`src/rtl/operand_b_stage.sv`:
```
// ALU B-operand stage: selects a source word, applies the immediate transform
// and holds the result in a valid/ready output register backed by a one-entry skid.
module operand_b_stage #(
  parameter int WIDTH   = 32,
  parameter int NUM_SRC = 4,
  parameter int SEL_W   = $clog2(NUM_SRC)
) (
  input  logic                     clk,
  input  logic                     reset_n,
  input  logic [NUM_SRC*WIDTH-1:0] src_bus,
  input  logic [SEL_W-1:0]         sel,
  input  logic [1:0]               mode,
  input  logic                     in_valid,
  output logic                     in_ready,
  output logic [WIDTH-1:0]         out_data,
  output logic                     out_valid,
  input  logic                     out_ready,
  input  logic                     err_clr,
  output logic                     sel_err,
  output logic [1:0]               dbg_state
);

  // Handshake: a beat moves on an edge where valid && ready; the producer holds
  // data steady while valid && !ready, and ready never depends on the peer's valid.
  localparam logic [1:0] ST_EMPTY = 2'd0;
  localparam logic [1:0] ST_ONE   = 2'd1;
  localparam logic [1:0] ST_FULL  = 2'd2;

  logic [1:0]       r_state;
  logic [1:0]       w_next_state;
  logic [WIDTH-1:0] r_out_data;
  logic [WIDTH-1:0] r_skid_data;
  logic             r_sel_err;

  logic             w_skid_valid;
  logic             w_accept;
  logic             w_drain;
  logic             w_load_out;
  logic             w_load_skid;
  logic             w_hit;
  logic [WIDTH-1:0] w_sel_word;
  logic [WIDTH-1:0] w_ext_s;
  logic [WIDTH-1:0] w_ext_z;
  logic [WIDTH-1:0] w_xform;

  // An out-of-range select matches no source and yields a zero beat.
  always_comb begin
    w_hit      = 1'b0;
    w_sel_word = '0;
    for (int k = 0; k < NUM_SRC; k++) begin
      if (sel == SEL_W'(k)) begin
        w_hit      = 1'b1;
        w_sel_word = src_bus[k*WIDTH +: WIDTH];
      end
    end
  end

  assign w_ext_s = {{(WIDTH-16){w_sel_word[15]}}, w_sel_word[15:0]};
  assign w_ext_z = {{(WIDTH-16){1'b0}}, w_sel_word[15:0]};

  always_comb begin
    w_xform = '0;
    if (w_hit) begin
      case (mode)
        2'b00:   w_xform = w_sel_word;
        2'b01:   w_xform = w_ext_s;
        2'b10:   w_xform = w_ext_z;
        default: w_xform = {w_ext_s[WIDTH-3:0], 2'b00};
      endcase
    end
  end

  always_ff @(posedge clk or negedge reset_n) begin
    if (!reset_n) begin
      r_state <= ST_EMPTY;
    end else begin
      r_state <= w_next_state;
    end
  end

  always_comb begin
    w_next_state = r_state;
    case (r_state)
      ST_EMPTY: if (w_accept) w_next_state = ST_ONE;
      ST_ONE: begin
        if (w_drain && !w_accept)      w_next_state = ST_EMPTY;
        else if (!w_drain && w_accept) w_next_state = ST_FULL;
      end
      ST_FULL:  if (w_drain) w_next_state = ST_ONE;
      default:  w_next_state = ST_EMPTY;
    endcase
  end

  always_comb begin
    out_valid    = (r_state == ST_ONE) || (r_state == ST_FULL);
    w_skid_valid = (r_state == ST_FULL);
    in_ready     = !w_skid_valid;
    out_data     = r_out_data;
    sel_err      = r_sel_err;
    dbg_state    = r_state;
  end

  assign w_accept    = in_valid && in_ready;
  assign w_drain     = out_valid && out_ready;
  assign w_load_out  = ((r_state == ST_EMPTY) && w_accept) ||
                       ((r_state == ST_ONE) && w_drain && w_accept) ||
                       ((r_state == ST_FULL) && w_drain);
  assign w_load_skid = (r_state == ST_ONE) && w_accept && !w_drain;

  // Beats are transformed once on entry; the skid word moves over unchanged.
  always_ff @(posedge clk or negedge reset_n) begin
    if (!reset_n) begin
      r_out_data  <= '0;
      r_skid_data <= '0;
      r_sel_err   <= 1'b0;
    end else begin
      if (w_load_out) begin
        r_out_data <= (r_state == ST_FULL) ? r_skid_data : w_xform;
      end
      if (w_load_skid) begin
        r_skid_data <= w_xform;
      end
      if (w_accept && !w_hit) begin
        r_sel_err <= 1'b1;
      end else if (err_clr) begin
        r_sel_err <= 1'b0;
      end
    end
  end

endmodule

```
`config.mk`:
```
export PLATFORM = sky130hd
export DESIGN_NAME = operand_b_stage
export DESIGN_NICKNAME = d
export VERILOG_FILES = /design/src/rtl/operand_b_stage.sv
export SDC_FILE = /design/constraint.sdc
export NUM_CORES = 1
export LEC_CHECK = 0
export CAP_MARGIN = 20
export CORE_MARGIN = 5
export CORE_UTILIZATION = 46
export CTS_CLUSTER_SIZE = 30
export DETAILED_ROUTE_END_ITERATION = 6
export GPL_TIMING_DRIVEN = 0
export PLACE_DENSITY_LB_ADDON = 0.15
export SLEW_MARGIN = 20
export SYNTH_ARGS = -nofsm -noshare
export SYNTH_HDL_FRONTEND = slang
export SYNTH_SLANG_ARGS = --single-unit
```
`constraint.sdc`:
```
create_clock -name clk -period 5.1 [get_ports clk]
set_clock_uncertainty 0.2 [all_clocks]
set_input_delay 1.53 -clock clk [delete_from_list [all_inputs] [get_ports clk]]
set_output_delay 1.53 -clock clk [all_outputs]
set_load 0.02 [all_outputs]
```
**After elaboration in Yosys (flattened, before gate mapping)**

Index checks and enable logic that the tools add are counted.

- Reductions and logical operators: 23
- Equality and inequality tests: 10
- Mux-type cells: 18

Operator list:

| operator | count |
|---|---|
| 2-to-1 mux 32 bit | 6 |
| case mux 32 bit (3 select lines) | 1 |
| logical AND 1 bit | 11 |
| equality test 2 bit, second input constant | 4 |
| 2-to-1 mux 2 bit | 4 |
| equality test 2 x 1 -> 1 bit, second input constant | 3 |
| zero test 2 bit | 3 |
| 2-to-1 mux 1 bit | 6 |
| case mux 2 bit (3 select lines) | 1 |
| zero test 1 bit | 4 |
| logical OR 1 bit | 3 |
| != test 3 bit, second input constant | 1 |
| AND reduction 3 bit | 1 |
| != test 2 x 1 -> 1 bit, second input constant | 1 |
| != test 2 bit, second input constant | 1 |
| nonzero test 2 bit | 1 |

- Output and inout port bits: 37
- Register bits: 67
- Bits of input ports: 137

**Longest topological paths before layout**

- Word-level depth: 8
- Mapped depth: 9
- Mapped depth without buffers: 8

**Least setup slack after synthesis**

Ideal clock, no wire load.

- Path type: reg2out
- Start: register r_state[0] (netlist: dbg_state[0])
- End: output in_ready
- Path slack: 1778 ps
- Stages on the path, launching flop included: 6
- Data arrival time: 1592 ps
- Path buffers: 2
- Path through: dfrtp_1 > inv_1 > ha_1 > buf_2 > inv_2 > buf_1

- Word-level cells in the longest chain between the ends: 2

RTL lines:

| what | RTL line | source |
|---|---|---|
| start: declaration | 29 | `logic [1:0] r_state;` |
| start signal: assignment | 77 | `r_state <= w_next_state;` |
| equality test 2 bit | 96 | `w_skid_valid = (r_state == ST_FULL);` |
| zero test 1 bit | 97 | `in_ready = !w_skid_valid;` |
| end: declaration | 14 | `output logic in_ready,` |

Every way passes these cells.

**Worst setup path in the final report**

Same ends and word-level chain as after synthesis.

==> impl_metrics.yaml <==
synth:
  yosysSeqAreaShare: 0.418
  syn_inst: 337
  synth.top_cells.by_area: "dfrtp_1 42%, mux4_2 18%, mux2_2 8.1%"
  yosys_warnings: 0
  yosysUniqueCellTypes: 30
  ys_ff_latch: 67
  yosysTopAreaCellShare: 0.418
  synth_area_sq_um: 4010
  avgSynthCellArea_sq_um: 11.9
  synth_nets: 479
  yosysTopAreaCell: "dfrtp_1"
critical_path:
  critical_path_arrival_ns: 2.69
  path_class: "register to output pin"
  required_ns: 3.37
  start_kind: "register"
  cp-end-kind: "output pin"
  critPathMaxFanout: 10
routing:
  final_antenna_net_count: 0
  drt_iter0_drc: 120
  drt-vias-per-instance: 5.59
  detail_route.wirelength_um: 12300
  num_vias: 3531
  drc: 0
  wire_per_inst_um: 19.5
  first_pass_iters: 4
place:
  portBuffers: 170
  globalplace.congestion: 0.790
  dp_hpwl_um: 10300
  dp_worst_setup_slack_ns: 1.00
power_and_ir_drop:
  power_frac_comb: 0.515
  leakage_nw: 2.57
  clkPwrFrac: 0.138
  p_seq_frac: 0.347
  power-per-cell-area_nw_per_um2: 443
  swShare: 0.374
  switchingPower_w: 0.000999
  internal_power_w: 0.00167
  peakVddDrop_mv: 0.198
clock_network:
  cts_buffer_depth: 2
  post_cts_buffers: 0
  cts.sinks: 67
  hold_buffers: 0
  clk_pin_slew_ns: 0.07
  cts_tree: "yes"
  numCtsBuffers: 9
  htreeDepth: 3
  clkLatencyLatePin_ns: 0.34
  cts_root_buf: "clkbuf_8"
  cts-resized-gates: 0
sta:
  maxSlewHeadroom: 0.512
  min_period_over_period: 0.868
  tns_ns: 0
  setup_ws_ns: 0.675
  period_needed_ns: 4.42
  hold_violations: 0
  rsz0062_at_grt: "false"
  tightest_slew_ns: 0.732
  fmax_mhz: 226
  drv_slew: 0
  finalSetupViolCount: 0
global_route:
  grt_pass1_vias: 3694
  grt_pass1_wl_um: 19400
  antenna_found_initial: 0
  grt_start_max_net_pins: 41
  grtUsageTotal: 0.243
  overflow: 0
layout:
  final_util: 0.702
  insertedDiodeCount: 0
  syn2layout_area_growth_pct: 50.2
  nets: 661
  drive_gt1_frac: 0.174
  fillers: 653
flow_run:
  cap_violations: 0
floorplan:
  fp-row-count: 34
  die_w_um: 103
  initial_core_util: 0.467
  die_h_um: 103
  top_level_ports: 174
  core_area_sq_um: 8590
  die-area_sq_um: 10700
run_status:
  status: "complete, no violations"
worst_hold_path:
  hp-class: "register to register"
## kinds of logic (layout without fill, tap and decap cells)
group	count (synthesis)	after routing	share of synthesized area
flip-flops	67	67	0.418
AND/OR/NAND/NOR	63	63	0.0652
multiplexers	92	92	0.341
AO/OA/AOI/OAI	77	77	0.119
adder cells (fa/ha/maj)	5	5	0.0156
buffers and inverters	33	220	0.0408
## routing by layer
metal / global-route usage / part of all wire / vias up
li1: - / - / 1627
met1: 0.310 / 0.40 / 1712
met2: 0.385 / 0.47 / 167
met3: 0.0832 / 0.10 / 25
met4: 0.0936 / 0.027 / 0
met5: 0 / 0 / -
## worst paths after layout
check	startpoint	endpoint	slack (ns)	cells after the start
setup / recovery	dbg_state[0]	in_ready	0.68	6
hold / removal	r_skid_data[12]	r_skid_data[12]	0.29	2
setup reg to reg	dbg_state[0]	out_data[10]	2.57	7
hold reg to reg	r_skid_data[12]	r_skid_data[12]	0.29	2
max in group asynchronous	reset_n	r_skid_data[11]	3.25	2
min in group asynchronous	reset_n	out_data[27]	0.91	1
## layout make-up
class                      instances  area [sq um]  share of cell area
sequential                        67          1680               0.278
multi-input combinational        237          2170               0.360
tap                              108           135              0.0224
timing repair buffer             171          1720               0.285
inverter                           5          18.8             0.00311
buffer                            28           145              0.0241
clock inverter                     5          30.0             0.00498
clock buffer                      11           131              0.0218
## power by group through the flow
stage / clock network, W / logic [W] / registers, W
final: 0.000368 / 0.00138 / 0.000926
after detailed placement: 0 / 0.00138 / 0.000936
after global routing: 0.000406 / 0.00149 / 0.000958
after floorplan: 0 / 0.000648 / 0.00108
after global placement: 0 / 0.00135 / 0.000922
after CTS: 0.000377 / 0.00139 / 0.000928
## per-stage QoR
step           instances  area [sq um]  total power, W  hold slack (ns)
2_1_floorplan        337          4010         0.00173            0.247
3_3_place_gp         615          5850         0.00227            0.268
3_5_place_dp         616          5870         0.00232            0.273
4_1_cts              632          6030         0.00269            0.289
5_1_grt              632          6030         0.00285            0.318
6_report             632          6030         0.00267            0.288
## cell usage after synthesis, drive strengths merged
cell     instances
ha               5
dfrtp           67
nor4b            1
a221oi           3
o211ai           2
a31o             1
mux4            32
mux2            29
mux2i           31
nand2b           1
a21oi           32
a31oi            1
a21o             1
a2bb2oi          1
nor2            32
inv              5
o21ai           18
nor2b            3
o21a             2
nand3b           2
a22o            16
and2             1
nand2           23
clkbuf          13
buf             15
## worst max-delay path, stage by stage (launching register included)
cell and delay [ns]:
dfrtp_1 0.42, inv_1 0.09, ha_1 0.20, buf_2 0.17, inv_2 0.15, buf_1 0.58
clkdlybuf4s50_1 0.75
## sequential cells by signal, summed over array words and instances (netlist names)
register     count
sel_err          1
dbg_state        2
out_data        32
r_skid_data     32
## layout by cell type, fill, tap and decap left out, drive strengths merged, types with 2 or more instances in the layout
cell type,instances
nor2b,3
dfrtp,67
a22o,16
clkbuf,24
clkdlybuf4s50,169
a21oi,32
inv,5
nand2,23
clkinv,3
mux2i,31
mux4,32
o211ai,2
buf,17
o21ai,18
mux2,29
clkinvlp,2
nand3b,2
o21a,2
nor2,32
ha,5
a221oi,3
(Power assumes the default switching activity.)
